## config.mk

```make
export PLATFORM = sky130hd
export DESIGN_NAME = mem_access_stage
export DESIGN_NICKNAME = d
export VERILOG_FILES = /design/src/rtl/mem_pkg.sv /design/src/rtl/mem_load_align.sv /design/src/rtl/mem_access_stage.sv
export SDC_FILE = /design/constraint.sdc
export NUM_CORES = 1
export LEC_CHECK = 0
export ABC_AREA = 0
export CAP_MARGIN = 5
export CORE_UTILIZATION = 25
export DETAILED_ROUTE_END_ITERATION = 8
export PLACE_DENSITY = 0.54
export SYNTH_ARGS = -nofsm -noshare
export SYNTH_HDL_FRONTEND = slang
export SYNTH_HIERARCHICAL = 1
export SYNTH_SLANG_ARGS = --single-unit
```

## constraint.sdc

```tcl
create_clock -name CLK -period 2 [get_ports CLK]
set_clock_uncertainty 0.05 [all_clocks]
set_input_delay 0.3 -clock CLK [delete_from_list [all_inputs] [get_ports CLK]]
set_output_delay 0.3 -clock CLK [all_outputs]
set_load 0.01 [all_outputs]
```

## src/rtl/mem_pkg.sv

```systemverilog
// Encodings shared by the decoder, EX/MEM register and the MEM stage:
// access size and MEM-stage access states.
package mem_pkg;

    typedef enum logic [1:0] {
        SZ_BYTE = 2'b00,
        SZ_HALF = 2'b01,
        SZ_WORD = 2'b10,
        SZ_RSVD = 2'b11
    } memSize_t;

    typedef enum logic [1:0] {
        ST_IDLE = 2'b00,
        ST_REQ  = 2'b01,
        ST_DONE = 2'b10
    } memState_t;

    // The reserved size behaves as a word, so it needs word alignment too.
    function automatic logic isMisaligned(input logic [1:0] size, input logic [1:0] offset);
        case (size)
            SZ_BYTE: return 1'b0;
            SZ_HALF: return offset[0];
            default: return offset != 2'b00;
        endcase
    endfunction

endpackage

```

## src/rtl/mem_load_align.sv

```systemverilog
// Load lane extraction: picks the addressed byte/half out of a bus word and
// sign- or zero-extends it to 32 bits.
module mem_load_align
    import mem_pkg::*;
(
    input  logic [31:0] rdata,
    input  logic [1:0]  offset,
    input  logic [1:0]  size,
    input  logic        isSigned,
    output logic [31:0] result
);

    logic signed [7:0]  laneByte;
    logic signed [15:0] laneHalf;

    always_comb begin
        case (offset)
            2'd0:    laneByte = rdata[7:0];
            2'd1:    laneByte = rdata[15:8];
            2'd2:    laneByte = rdata[23:16];
            default: laneByte = rdata[31:24];
        endcase
        laneHalf = offset[1] ? rdata[31:16] : rdata[15:0];

        case (size)
            SZ_BYTE: result = {{24{isSigned & laneByte[7]}}, laneByte};
            SZ_HALF: result = {{16{isSigned & laneHalf[15]}}, laneHalf};
            default: result = rdata;
        endcase
    end

endmodule

```

## src/rtl/mem_access_stage.sv

```systemverilog
// MEM pipeline stage: issues one handshaked data-memory access per load/store,
// stalls the pipeline until it completes or times out, and aligns load data.
module mem_access_stage
    import mem_pkg::*;
#(
    parameter int TIMEOUT_CYCLES = 16,
    parameter int ADDR_W         = 32
) (
    input  logic              CLK,
    input  logic              RST_N,
    input  logic              ValidM,
    input  logic              MemtoRegM,
    input  logic              MemWriteM,
    input  logic [1:0]        MemSizeM,
    input  logic              MemSignedM,
    input  logic [31:0]       ALUOutM,
    input  logic [31:0]       WriteDataM,
    output logic [31:0]       ReadDataM,
    output logic              StallM,
    output logic              MemFaultM,
    output logic              BusErrM,
    output logic              dmem_req,
    output logic              dmem_we,
    output logic [ADDR_W-1:0] dmem_addr,
    output logic [31:0]       dmem_wdata,
    output logic [3:0]        dmem_be,
    input  logic              dmem_ack,
    input  logic [31:0]       dmem_rdata
);

    localparam int CNT_W = $clog2(TIMEOUT_CYCLES + 1);
    localparam logic [CNT_W-1:0] CNT_LAST = CNT_W'(TIMEOUT_CYCLES - 1);

    memState_t        state, stateNext;
    logic             acc, misaligned, issue, timeoutHit;
    logic [CNT_W-1:0] timeoutCnt;
    logic [31:0]      storeData;
    logic [3:0]       storeBe;
    logic [1:0]       offsetR, sizeR;
    logic             signedR, loadR;
    logic [31:0]      alignedData;

    always_comb begin
        acc        = ValidM & (MemtoRegM | MemWriteM);
        misaligned = isMisaligned(MemSizeM, ALUOutM[1:0]);
        MemFaultM  = acc & misaligned;
        issue      = acc & ~misaligned;
        timeoutHit = (timeoutCnt == CNT_LAST);

        case (MemSizeM)
            SZ_BYTE: begin
                storeData = {4{WriteDataM[7:0]}};
                storeBe   = 4'b0001 << ALUOutM[1:0];
            end
            SZ_HALF: begin
                storeData = {2{WriteDataM[15:0]}};
                storeBe   = ALUOutM[1] ? 4'b1100 : 4'b0011;
            end
            default: begin
                storeData = WriteDataM;
                storeBe   = 4'b1111;
            end
        endcase
    end

    always_ff @(posedge CLK or negedge RST_N) begin
        if (!RST_N) state <= ST_IDLE;
        else        state <= stateNext;
    end

    // DONE always returns to IDLE so the instruction still sitting in M is not re-issued.
    always_comb begin
        stateNext = state;
        StallM    = 1'b0;
        case (state)
            ST_IDLE: begin
                StallM = issue;
                if (issue) stateNext = ST_REQ;
            end
            ST_REQ: begin
                StallM = 1'b1;
                if (dmem_ack || timeoutHit) stateNext = ST_DONE;
            end
            ST_DONE: stateNext = ST_IDLE;
            default: stateNext = ST_IDLE;
        endcase
    end

    mem_load_align uLoadAlign (
        .rdata    (dmem_rdata),
        .offset   (offsetR),
        .size     (sizeR),
        .isSigned (signedR),
        .result   (alignedData)
    );

    always_ff @(posedge CLK or negedge RST_N) begin
        if (!RST_N) begin
            dmem_req   <= 1'b0;
            dmem_we    <= 1'b0;
            dmem_addr  <= '0;
            dmem_wdata <= '0;
            dmem_be    <= '0;
            ReadDataM  <= '0;
            BusErrM    <= 1'b0;
            timeoutCnt <= '0;
            offsetR    <= '0;
            sizeR      <= '0;
            signedR    <= 1'b0;
            loadR      <= 1'b0;
        end else begin
            BusErrM <= 1'b0;
            case (state)
                ST_IDLE: if (issue) begin
                    dmem_req   <= 1'b1;
                    dmem_we    <= MemWriteM;
                    dmem_addr  <= {ALUOutM[ADDR_W-1:2], 2'b00};
                    dmem_wdata <= MemWriteM ? storeData : 32'h0;
                    dmem_be    <= MemWriteM ? storeBe : 4'b1111;
                    offsetR    <= ALUOutM[1:0];
                    sizeR      <= MemSizeM;
                    signedR    <= MemSignedM;
                    loadR      <= ~MemWriteM;
                    timeoutCnt <= '0;
                end
                ST_REQ: begin
                    if (dmem_ack) begin
                        dmem_req <= 1'b0;
                        if (loadR) ReadDataM <= alignedData;
                    end else if (timeoutHit) begin
                        dmem_req  <= 1'b0;
                        ReadDataM <= '0;
                        BusErrM   <= 1'b1;
                    end else begin
                        timeoutCnt <= timeoutCnt + 1'b1;
                    end
                end
                ST_DONE: timeoutCnt <= '0;
                default: ;
            endcase
        end
    end

endmodule

```

Yosys cells after proc, flatten, opt, wreduce, memory -nomap -nowiden

Index checks and enable logic that the tools add are counted.

Register bits: 114
Word-level logic and storage cells: 77
Output and inout bits: 105

Bitwise operators: 8
Shift operators: 1
Eq/ne operators: 13
Reductions and logical operators: 14
Muxes and demuxes: 27
Add/subtract/negate cells: 1

Operators by type and width:

| kind                  | number |
|---|---|
| $mux W32              | 4 |
| $pmux W32 S2          | 2 |
| $pmux W8 S3           | 1 |
| $mux W16              | 1 |
| $mux W5               | 3 |
| $pmux W5 S3           | 1 |
| $eq A2 B1 Y1 const B  | 4 |
| $logic_not A2 Y1      | 4 |
| $mux W4               | 2 |
| $ne A2 B2 Y1 const B  | 4 |
| $pmux W4 S2           | 1 |
| $mux W1               | 6 |
| $pmux W1 S2           | 3 |
| $reduce_and A3 Y1     | 2 |
| $reduce_bool A2 Y1    | 3 |
| $add A5 B1 Y5 const B | 1 |
| $and A1 B1 Y1         | 5 |
| $eq A5 B4 Y1 const B  | 1 |
| $eq A2 B2 Y1 const B  | 2 |
| $mux W2               | 2 |
| $pmux W2 S2           | 1 |
| $reduce_and A2 Y1     | 2 |
| $reduce_and A4 Y1     | 1 |
| $shl A1 B2 Y4 const A | 1 |
| 6 further kinds       | 7 |

Longest topological paths before layout

Gate-level depths: netlist of the first run.

Word-level depth: 6
Gate-level depth with buffers: 8
Gate-level depth less buffers: 7

Hierarchy

Netlist of the first run, hierarchy kept.

Modules (own cells, without submodules):

| module           | area an instance (um^2) | times used | cells each | seq. area each (um^2) |
|---|---|---|---|---|
| mem_access_stage | 4844.6                  | 1          | 381        | 2852.7 |
| mem_load_align   | 875.8                   | 1          | 115        | 0.0 |

Worst setup path after synthesis of the first run

Ideal clock, no wire load.

Path kind: register to register
From: register timeoutCnt[0]
To: register timeoutCnt[3]
Arrival: 1.858 ns
Required time: 1.834 ns
Slack: -0.024 ns
Period minus slack after synthesis: 2.024 ns
Stages on the path, launching flop included: 8
Path buffers: 0
Cells stage by stage: dfrtp_1 ha_1 and3_1 ha_1 nor3_2 nand2_1 or3_1 o311ai_0

Word-level cells in the longest chain between the ends: 4

RTL lines:

| element                  | line                    | RTL |
|---|---|---|
| start: declaration       | mem_access_stage.sv:36  | `logic [CNT_W-1:0] timeoutCnt;` |
| start signal: assignment | mem_access_stage.sv:135 | `timeoutCnt <= timeoutCnt + 1'b1;` |
| $add A5 B1 Y5            | mem_access_stage.sv:135 |  |
| $mux W5                  | mem_access_stage.sv:130 | `end else if (timeoutHit) begin` |
| $mux W5                  | mem_access_stage.sv:127 | `if (dmem_ack) begin` |
| $pmux W5 S3              | mem_access_stage.sv:113 | `case (state)` |

Parallel ways exist; a longest one is shown, timed or not. The select of a mux whose other input is x is not followed.
A chain may end at the register's enable or synchronous reset.

Worst setup path in the final report of the first run

From: input MemSizeM[0]
To: output StallM

Word-level cells in the longest chain between the ends: 5

RTL lines:

| element                                          | line                   | RTL |
|---|---|---|
| start: declaration                               | mem_access_stage.sv:14 | `input logic [1:0] MemSizeM,` |
| $eq A2 B1 Y1 or $logic_not A2 Y1 (tied branches) | mem_pkg.sv:20          | `case (size)` |
| $pmux W1 S2 *                                    | mem_pkg.sv:20          |  |
| $not A1 Y1 *                                     | mem_access_stage.sv:47 | `issue = acc & ~misaligned;` |
| $and A1 B1 Y1 *                                  | mem_access_stage.sv:47 |  |
| $pmux W1 S2 *                                    | mem_access_stage.sv:75 | `case (state)` |
| end: declaration                                 | mem_access_stage.sv:19 | `output logic StallM,` |

Every way passes the cells marked *; elsewhere a longest branch is shown, timed or not.

==> results of run 1 <==
==> worst max-delay path by stage <==
stage                          to          start  depth (start not counted)
finish                     StallM    MemSizeM[0]                          6
global route               StallM    MemSizeM[0]                          6
CTS                        StallM    MemSizeM[0]                          6
detailed placement         StallM    MemSizeM[1]                          6
global placement           StallM    MemSizeM[1]                          6
floorplan           timeoutCnt[3]  timeoutCnt[0]                          7
==> layout make-up <==
class / count / area, um^2
clock inverters: 9 / 128.9
fillers: 2172 / 13250
flip-flops and latches: 114 / 2853
well taps: 280 / 350.3
repair buffers: 253 / 2477
clock buffers: 23 / 478.0
inverters: 7 / 26.28
multi-input cells: 332 / 2597
==> logic make-up (layout without fill, tap and decap cells) <==
| logic type | after synthesis | after routing |
|---|---|---|
| compound gates | 142 | 142 |
| flops | 114 | 114 |
| simple gates | 111 | 111 |
| mux | 75 | 75 |
| buf+inv | 51 | 292 |
| fa+ha+maj | 2 | 2 |
| other cells | 1 | 2 |
==> what timing repair did <==
action	in CTS	in global routing
hold endpoints to repair	34	0
hold buffers	1	0
resized for setup	9	3
pin swaps	1	0
setup endpoints to repair	3	9
==> state kept, by name, indices dropped and copies added (netlist names) <==
| name | flops |
|---|---|
| dmem_be | 4 |
| BusErrM | 1 |
| offsetR | 2 |
| dmem_wdata | 32 |
| dmem_we | 1 |
| state | 2 |
| dmem_addr | 30 |
| sizeR | 2 |
| dmem_req | 1 |
| loadR | 1 |
| signedR | 1 |
| ReadDataM | 32 |
| timeoutCnt | 5 |
==> stage by stage <==
step	std cells	util	cell area (um^2)	setup TNS [ns]
after floorplan	497	-	5731	0
final	1018	0.4021	8911	0
after global placement	985	0.3736	8280	-20.98
after global routing	1018	0.4021	8911	-0.004936
after detailed placement	985	0.3736	8280	-22.89
after CTS	1018	0.4017	8902	0
==> metal layers <==
metal  share of wire  routed length, um  GRT usage  up-vias
met2            0.48               9021     0.2661      206
met5         0.00059                 11          0        -
met1            0.41               7718     0.1948     2381
met3           0.094               1748    0.06209       17
met4           0.010                194    0.05435        2
li1                -                  -          -     2259
==> worst register-to-register path: cells and delay by family (launching register included) <==
kind / cells / cell delay, ns
and+or+nand+nor: 4 / 0.77
adders and majority gates: 2 / 0.41
DFF: 1 / 0.41
AOI/OAI and AO/OA: 1 / 0.11
==> synth_stat cells (2+ instances only) <==
| library cell | count |
|---|---|
| o211ai_2 | 10 |
| ha_1 | 2 |
| mux2i_1 | 33 |
| nand2b_1 | 3 |
| nand3_1 | 2 |
| clkbuf_1 | 22 |
| a21o_1 | 2 |
| o221ai_1 | 8 |
| buf_4 | 3 |
| a2bb2oi_1 | 4 |
| nor2_1 | 18 |
| o22a_1 | 7 |
| o211ai_1 | 7 |
| o21ai_1 | 2 |
| dfrtp_1 | 114 |
| nor3_1 | 3 |
| buf_2 | 6 |
| mux2_4 | 33 |
| o21ai_0 | 29 |
| mux2_2 | 9 |
| nand2_1 | 66 |
| inv_1 | 6 |
| buf_6 | 12 |
| a21oi_1 | 13 |
| nor2b_1 | 9 |
| a22o_1 | 41 |
| a22oi_1 | 9 |
| or3_1 | 2 |
==> power groups by stage <==
stage               registers (mW)  clock network, mW  logic, mW
detailed placement            3.61                  0       4.37
floorplan                     3.84                  0       1.84
global placement              3.59                  0       4.31
global route                  3.70               3.34       4.64
CTS                           3.60               3.23       4.38
finish                        3.59               3.14       4.33
==> run_summary.xml, run 1 <==
<?xml version="1.0" encoding="UTF-8"?>
<metrics>
  <group name="run_status">
    <metric name="run_status" unit="">finished clean</metric>
  </group>
  <group name="power">
    <metric name="comb_power_share" unit="">0.392</metric>
    <metric name="worst_ir_drop_vdd" unit="mV">0.5543</metric>
    <metric name="power_switching" unit="mW">3.401</metric>
    <metric name="leakage" unit="nW">3.928</metric>
    <metric name="total_power" unit="mW">11.06</metric>
    <metric name="cellPowerDensity" unit="mW/mm^2">1241</metric>
    <metric name="clock_power_share" unit="">0.283</metric>
    <metric name="seq_power_share" unit="">0.325</metric>
    <metric name="p_sw_frac" unit="">0.3075</metric>
    <metric name="cellInternalPower" unit="mW">7.661</metric>
  </group>
  <group name="floorplan">
    <metric name="fp.dieH" unit="um">153.3</metric>
    <metric name="core_area" unit="mm^2">0.02216</metric>
    <metric name="floorplan.io_pins" unit="">210</metric>
    <metric name="die_width" unit="um">153.3</metric>
    <metric name="start_util" unit="">0.2581</metric>
    <metric name="dieArea" unit="mm^2">0.02349</metric>
    <metric name="core.rowCount" unit="">54</metric>
  </group>
  <group name="global_routing">
    <metric name="first_global_vias" unit="">5244</metric>
    <metric name="grt-ovfl-total" unit="">0</metric>
    <metric name="initial_antenna_violation_count" unit="">1</metric>
    <metric name="globalRouteTotalUtil" unit="">0.1625</metric>
    <metric name="global_route_wire_length_before_repair" unit="um">29260</metric>
    <metric name="grt_max_degree" unit="">40</metric>
  </group>
  <group name="timing">
    <metric name="final.setup.worst_slack" unit="ns">0.05588</metric>
    <metric name="worst_pin_slew" unit="ns">0.5716</metric>
    <metric name="finalMaxSlewViolations" unit="">0</metric>
    <metric name="hold_violations" unit="">0</metric>
    <metric name="final_period_minus_worst_setup_slack" unit="ns">1.944</metric>
    <metric name="max_clock_freq" unit="MHz">514.4</metric>
    <metric name="slew_headroom" unit="">0.6172</metric>
    <metric name="fin_hold_ws" unit="ns">0.3625</metric>
    <metric name="min_period_over_period" unit="">0.9721</metric>
    <metric name="setup-violations-final" unit="">0</metric>
  </group>
  <group name="critical_path">
    <metric name="crit_arrival" unit="ns">1.59</metric>
    <metric name="r2r-start" unit="">timeoutCnt[0]</metric>
    <metric name="r2r-end" unit="">timeoutCnt[3]</metric>
    <metric name="crit_path_cell_trace" unit="">clkdlybuf4s50_1 -&gt; or2_4 -&gt; a21oi_2 -&gt; nor2_1 -&gt; nor2_1 -&gt; clkdlybuf4s15_2</metric>
    <metric name="critPathTopFamily" unit="">buffers and inverters</metric>
    <metric name="path_max_fanout" unit="">3</metric>
    <metric name="critical_path.most_common_cell" unit="">nor2_1</metric>
    <metric name="critical_path.endpoint_type" unit="">output pin</metric>
    <metric name="critical_path.slowest_cell" unit="">clkdlybuf4s50_1</metric>
    <metric name="cp-start-kind" unit="">input pin</metric>
    <metric name="length_in_cells_of_the_worst_reg_to_reg_path" unit="">7</metric>
    <metric name="worst-endpoint-required" unit="ns">1.65</metric>
    <metric name="cpPeakStageDelay" unit="ns">0.45</metric>
    <metric name="reg2reg_slack" unit="ns">0.14</metric>
    <metric name="critPathBufInv" unit="">2</metric>
    <metric name="timing_worst_setup_path_type" unit="">in -&gt; out</metric>
  </group>
  <group name="logic_synthesis">
    <metric name="synth-async-reset-ratio" unit="">1.000</metric>
    <metric name="synth_top_area_cell" unit="">dfrtp_1</metric>
    <metric name="seq_area_frac_synth" unit="">0.4987</metric>
    <metric name="post_synth_num_cell_types" unit="">49</metric>
    <metric name="postSynthAreaPerCell" unit="um^2">11.53</metric>
    <metric name="synthesis.instances" unit="">496</metric>
    <metric name="post_synth_design_cell_area" unit="mm^2">0.005720</metric>
    <metric name="yosys.area.top_type_share" unit="">0.4987</metric>
    <metric name="synth_enable_flop_cells" unit="">0</metric>
    <metric name="post_synth_xor_area_fraction" unit="">0</metric>
    <metric name="synth_simple_gate_area_share" unit="">0.08683</metric>
    <metric name="yosys.area_share.adder" unit="">0.004374</metric>
    <metric name="ys.flop_type" unit="">dfrtp_1</metric>
    <metric name="yosys_warnings" unit="">6</metric>
    <metric name="netlist_top_cells_area" unit="">dfrtp_1 (50%), mux2_4 (8.7%), a22o_1 (6.3%)</metric>
    <metric name="ffs_latches_synth" unit="">114</metric>
    <metric name="dominant_combinational_cell_family_by_area_after_synthesis" unit="">compound AO/OA/AOI/OAI gates</metric>
    <metric name="synth_mux_area_frac" unit="">0.1621</metric>
    <metric name="synth_compound_area_frac" unit="">0.1949</metric>
  </group>
  <group name="routing">
    <metric name="ant_nets" unit="">0</metric>
    <metric name="first_iter_violations" unit="">233</metric>
    <metric name="routed_via_density" unit="">4.779</metric>
    <metric name="route.vias.total" unit="">4865</metric>
    <metric name="drc" unit="">0</metric>
    <metric name="wl_per_cell" unit="um">18.36</metric>
    <metric name="firstDrtPassIters" unit="">4</metric>
    <metric name="detail_route.wirelength" unit="um">18690</metric>
  </group>
  <group name="clocking">
    <metric name="clock_latency" unit="ns">0.41</metric>
    <metric name="cts-buffers-inserted" unit="">17</metric>
    <metric name="clk_pin_slew" unit="ns">0.05</metric>
    <metric name="cts.sink_count" unit="">114</metric>
    <metric name="clock_tree.buffer_depth" unit="">2</metric>
    <metric name="htreeDepth" unit="">4</metric>
    <metric name="cts_root_buf" unit="">clkbuf_16</metric>
    <metric name="post_cts_setup_inserts" unit="">0</metric>
    <metric name="cts_tree" unit="">yes</metric>
  </group>
  <group name="placed_design">
    <metric name="numPortBuffers" unit="">207</metric>
    <metric name="dp_worst_setup_slack" unit="ns">-0.4088</metric>
    <metric name="place.gp.congestion" unit="">0.8493</metric>
    <metric name="dp_hpwl" unit="um">13830</metric>
  </group>
  <group name="final_layout">
    <metric name="nets" unit="">832</metric>
    <metric name="synthToLayoutAreaGrowth" unit="%">55.77</metric>
    <metric name="insertedDiodeCount" unit="">0</metric>
    <metric name="leading_cell_type_in_the_layout_fill_and_taps_excluded" unit="">clkdlybuf4s50_1</metric>
    <metric name="final_cell_mix" unit="">clkdlybuf4s50_1 (202), dfrtp_1 (114), nand2_1 (66), a22o_1 (41), buf_4 (41)</metric>
    <metric name="layout_cell_share_with_drive_strength_beyond_1" unit="">0.1911</metric>
  </group>
  <group name="hold_path">
    <metric name="hold_path_class" unit="">in -&gt; async</metric>
  </group>
  <group name="flow_run">
    <metric name="max_cap_violations" unit="">0</metric>
  </group>
</metrics>
(Power assumes the default switching activity.)
==> run 2: changes to the inputs <==
ABC_AREA = 1   (was 0)
==> run 2 against run 1 <==
Against the previous run: combinational power decreased by 14%; first-iteration DRC count increased by 49%; fmax increased by 3.4%; clock power increased by 9.9%; sequential cell count unchanged; critical path type unchanged; wire length increased by 3.7%; via count increased by 15%; largest power group unchanged; critical path depth increased by 3; highest routed layer is now met4.
==> run_summary.xml, run 2 <==
<?xml version="1.0" encoding="UTF-8"?>
<metrics>
  <group name="logic_synthesis">
    <metric name="seq_area_frac_synth" unit="">0.5014</metric>
    <metric name="ffs_latches_synth" unit="">114</metric>
    <metric name="yosys_warnings" unit="">6</metric>
    <metric name="postSynthAreaPerCell" unit="um^2">7.719</metric>
    <metric name="synth-async-reset-ratio" unit="">1.000</metric>
    <metric name="synth_top_area_cell" unit="">dfrtp_1</metric>
    <metric name="yosysMostFrequentCell" unit="">nand2_1</metric>
    <metric name="post_synth_num_cell_types" unit="">31</metric>
    <metric name="synthesis.instances" unit="">737</metric>
    <metric name="synth.cells.most_frequent" unit="">nand2_1 (300), dfrtp_1 (114), inv_1 (67)</metric>
    <metric name="ys.flop_type" unit="">dfrtp_1</metric>
    <metric name="post_synth_design_cell_area" unit="mm^2">0.005689</metric>
    <metric name="yosys.area.top_type_share" unit="">0.5014</metric>
    <metric name="synth_enable_flop_cells" unit="">0</metric>
    <metric name="netlist_top_cells_area" unit="">dfrtp_1 (50%), nand2_1 (20%), nand3_1 (5.2%)</metric>
  </group>
  <group name="global_routing">
    <metric name="grt-ovfl-total" unit="">0</metric>
    <metric name="first_global_vias" unit="">5507</metric>
    <metric name="initial_antenna_violation_count" unit="">0</metric>
    <metric name="globalRouteTotalUtil" unit="">0.1667</metric>
    <metric name="grt_max_degree" unit="">78</metric>
    <metric name="global_route_wire_length_before_repair" unit="um">30320</metric>
  </group>
  <group name="routing">
    <metric name="ant_nets" unit="">0</metric>
    <metric name="firstDrtPassIters" unit="">5</metric>
    <metric name="route.vias.total" unit="">5609</metric>
    <metric name="first_iter_violations" unit="">348</metric>
    <metric name="detail_route.wirelength" unit="um">19390</metric>
    <metric name="wl_per_cell" unit="um">15.51</metric>
    <metric name="drc" unit="">0</metric>
    <metric name="routed_via_density" unit="">4.487</metric>
  </group>
  <group name="timing">
    <metric name="rsz0062_at_grt" unit="">yes</metric>
    <metric name="hold_violations" unit="">0</metric>
    <metric name="fin_hold_ws" unit="ns">0.1800</metric>
    <metric name="finalMaxSlewViolations" unit="">0</metric>
    <metric name="min_period_over_period" unit="">0.9403</metric>
    <metric name="setup-violations-final" unit="">0</metric>
    <metric name="final_period_minus_worst_setup_slack" unit="ns">1.881</metric>
    <metric name="final.setup.worst_slack" unit="ns">0.1195</metric>
    <metric name="slew_headroom" unit="">0.6200</metric>
    <metric name="worst_pin_slew" unit="ns">0.5669</metric>
    <metric name="max_clock_freq" unit="MHz">531.8</metric>
  </group>
  <group name="clocking">
    <metric name="cts-buffers-inserted" unit="">17</metric>
    <metric name="cts_tree" unit="">yes</metric>
    <metric name="clk_pin_slew" unit="ns">0.06</metric>
    <metric name="clock_tree.buffer_depth" unit="">2</metric>
    <metric name="cts.sink_count" unit="">114</metric>
    <metric name="htreeDepth" unit="">4</metric>
    <metric name="cts_root_buf" unit="">clkbuf_16</metric>
    <metric name="clock_latency" unit="ns">0.42</metric>
  </group>
  <group name="power">
    <metric name="comb_power_share" unit="">0.350</metric>
    <metric name="leakage" unit="nW">4.268</metric>
    <metric name="clock_power_share" unit="">0.323</metric>
    <metric name="cellInternalPower" unit="mW">7.246</metric>
    <metric name="cellPowerDensity" unit="mW/mm^2">1200</metric>
    <metric name="power_switching" unit="mW">3.444</metric>
    <metric name="seq_power_share" unit="">0.328</metric>
    <metric name="p_sw_frac" unit="">0.3222</metric>
    <metric name="worst_ir_drop_vdd" unit="mV">0.5693</metric>
  </group>
  <group name="critical_path">
    <metric name="timing_worst_setup_path_type" unit="">in -&gt; out</metric>
    <metric name="worst-endpoint-required" unit="ns">1.65</metric>
    <metric name="critPathTopFamily" unit="">buffers and inverters</metric>
    <metric name="cpPeakStageDelay" unit="ns">0.49</metric>
    <metric name="critical_path.slowest_cell" unit="">clkdlybuf4s50_1</metric>
    <metric name="critPathBufInv" unit="">4</metric>
    <metric name="cp-start-kind" unit="">input pin</metric>
    <metric name="critical_path.endpoint_type" unit="">output pin</metric>
    <metric name="path_max_fanout" unit="">2</metric>
    <metric name="crit_arrival" unit="ns">1.53</metric>
    <metric name="crit_path_cell_trace" unit="">clkdlybuf4s50_1 -&gt; inv_1 -&gt; nand2_1 -&gt; nand2_2 -&gt; nand2_2 -&gt; inv_1 -&gt; nand2_4 -&gt; nand2_1 -&gt; dlygate4sd2_1</metric>
  </group>
  <group name="final_layout">
    <metric name="nFillCells" unit="">2254</metric>
    <metric name="final_cell_mix" unit="">nand2_1 (298), clkdlybuf4s50_1 (203), dfrtp_1 (114), inv_1 (66), nand3_1 (59)</metric>
    <metric name="insertedDiodeCount" unit="">0</metric>
    <metric name="synthToLayoutAreaGrowth" unit="%">56.52</metric>
    <metric name="reg_top3" unit="">ReadDataM (32), dmem_wdata (32), dmem_addr (30)</metric>
    <metric name="finalCoreUtilization" unit="">0.4030</metric>
    <metric name="leading_cell_type_in_the_layout_fill_and_taps_excluded" unit="">nand2_1</metric>
    <metric name="area_of_combinational_cells_with_multiple_inputs" unit="mm^2">0.002321</metric>
    <metric name="layout_cell_share_with_drive_strength_beyond_1" unit="">0.09278</metric>
    <metric name="nets" unit="">1064</metric>
    <metric name="seq_area" unit="mm^2">0.002853</metric>
  </group>
  <group name="placed_design">
    <metric name="dp_worst_setup_slack" unit="ns">-0.2213</metric>
    <metric name="place.gp.congestion" unit="">0.8542</metric>
    <metric name="numPortBuffers" unit="">207</metric>
    <metric name="dp_hpwl" unit="um">13170</metric>
  </group>
  <group name="floorplan">
    <metric name="fp.dieH" unit="um">152.9</metric>
    <metric name="start_util" unit="">0.2575</metric>
    <metric name="dieArea" unit="mm^2">0.02336</metric>
    <metric name="floorplan.io_pins" unit="">210</metric>
    <metric name="core_area" unit="mm^2">0.02209</metric>
    <metric name="die_width" unit="um">152.9</metric>
    <metric name="core.rowCount" unit="">54</metric>
  </group>
  <group name="run_status">
    <metric name="run_status" unit="">finished clean</metric>
  </group>
  <group name="flow_run">
    <metric name="max_cap_violations" unit="">0</metric>
  </group>
  <group name="hold_path">
    <metric name="hold_path_class" unit="">in -&gt; async</metric>
  </group>
</metrics>
[run 2: worst reg2reg max path: stages, from the launching register on]
cell and delay (ns):
dfrtp_1 0.41, ha_1 0.22, nand2_1 0.09, nor2_1 0.05, ha_2 0.20, o21ai_0 0.31, nand3_1 0.25, nand2_1 0.11
nand2_1 0.05
[run 2: path summary, 6_finish.rpt]
check                      depth (start not counted)       endpoint     startpoint  slack (ns)
setup reg to reg                                   8  timeoutCnt[0]  timeoutCnt[0]        0.16
min in group CLK                                   3  dmem_addr[21]    ALUOutM[21]        0.36
hold / removal                                     2   ReadDataM[0]          RST_N        0.18
max in group asynchronous                          3  dmem_addr[17]          RST_N        1.07
setup / recovery                                   9         StallM    MemSizeM[0]        0.12
hold reg to reg                                    2  timeoutCnt[4]  timeoutCnt[4]        0.42
[run 2: power groups by stage]
stage,sequential (mW),clock [mW],combinational [mW]
floorplan,3.77,0,1.32
global placement,3.54,0,3.67
detailed placement,3.53,0,3.70
CTS,3.52,3.54,3.72
global route,3.62,3.66,4.11
finish,3.50,3.45,3.74
[run 2: per-layer routing]
layer / routed length, um / global-route usage / up-vias / share of wire
met2: 8649 / 0.2619 / 245 / 0.45
li1: - / - / 2765 / -
met5: 0 / 0 / - / 0
met4: 319 / 0.05724 / 0 / 0.016
met3: 1767 / 0.05387 / 22 / 0.091
met1: 8650 / 0.2149 / 2577 / 0.45
[run 2: area by class of cell]
type / count / area share
clock buffers: 18 / 0.04932
clock inverters: 14 / 0.02543
inverters: 71 / 0.02993
multi-input cells: 511 / 0.2606
flip-flops and latches: 114 / 0.3204
well taps: 280 / 0.03934
repair buffers: 242 / 0.2750
[run 2: timing repair]
action                     4_1_cts  5_1_grt
pin swaps                        0        2
resized for setup                4       11
buffers inserted                 0        3
cloned                           0        3
hold endpoints to repair       114        0
setup endpoints to repair        2       37
hold buffers                     1        0
[run 2: cell families (layout without fill, tap and decap cells)]
group | after synthesis | count (layout) | synth area share
flops | 114 | 114 | 0.5014
simple gates | 410 | 410 | 0.3013
compound gates | 97 | 97 | 0.09765
buf+inv | 113 | 345 | 0.09457
fa+ha+maj | 2 | 2 | 0.004398
other cells | 1 | 2 | 0.0006591
[run 2: per-stage QoR]
step	cells	setup TNS, ns	total power [mW]	instance area (um^2)
finish	1250	0	10.69	8905
global route	1250	-0.03247	11.39	8905
CTS	1244	0	10.78	8798
detailed placement	1211	-11.14	7.233	8127
global placement	1211	-7.437	7.209	8127
floorplan	738	0	5.085	5693
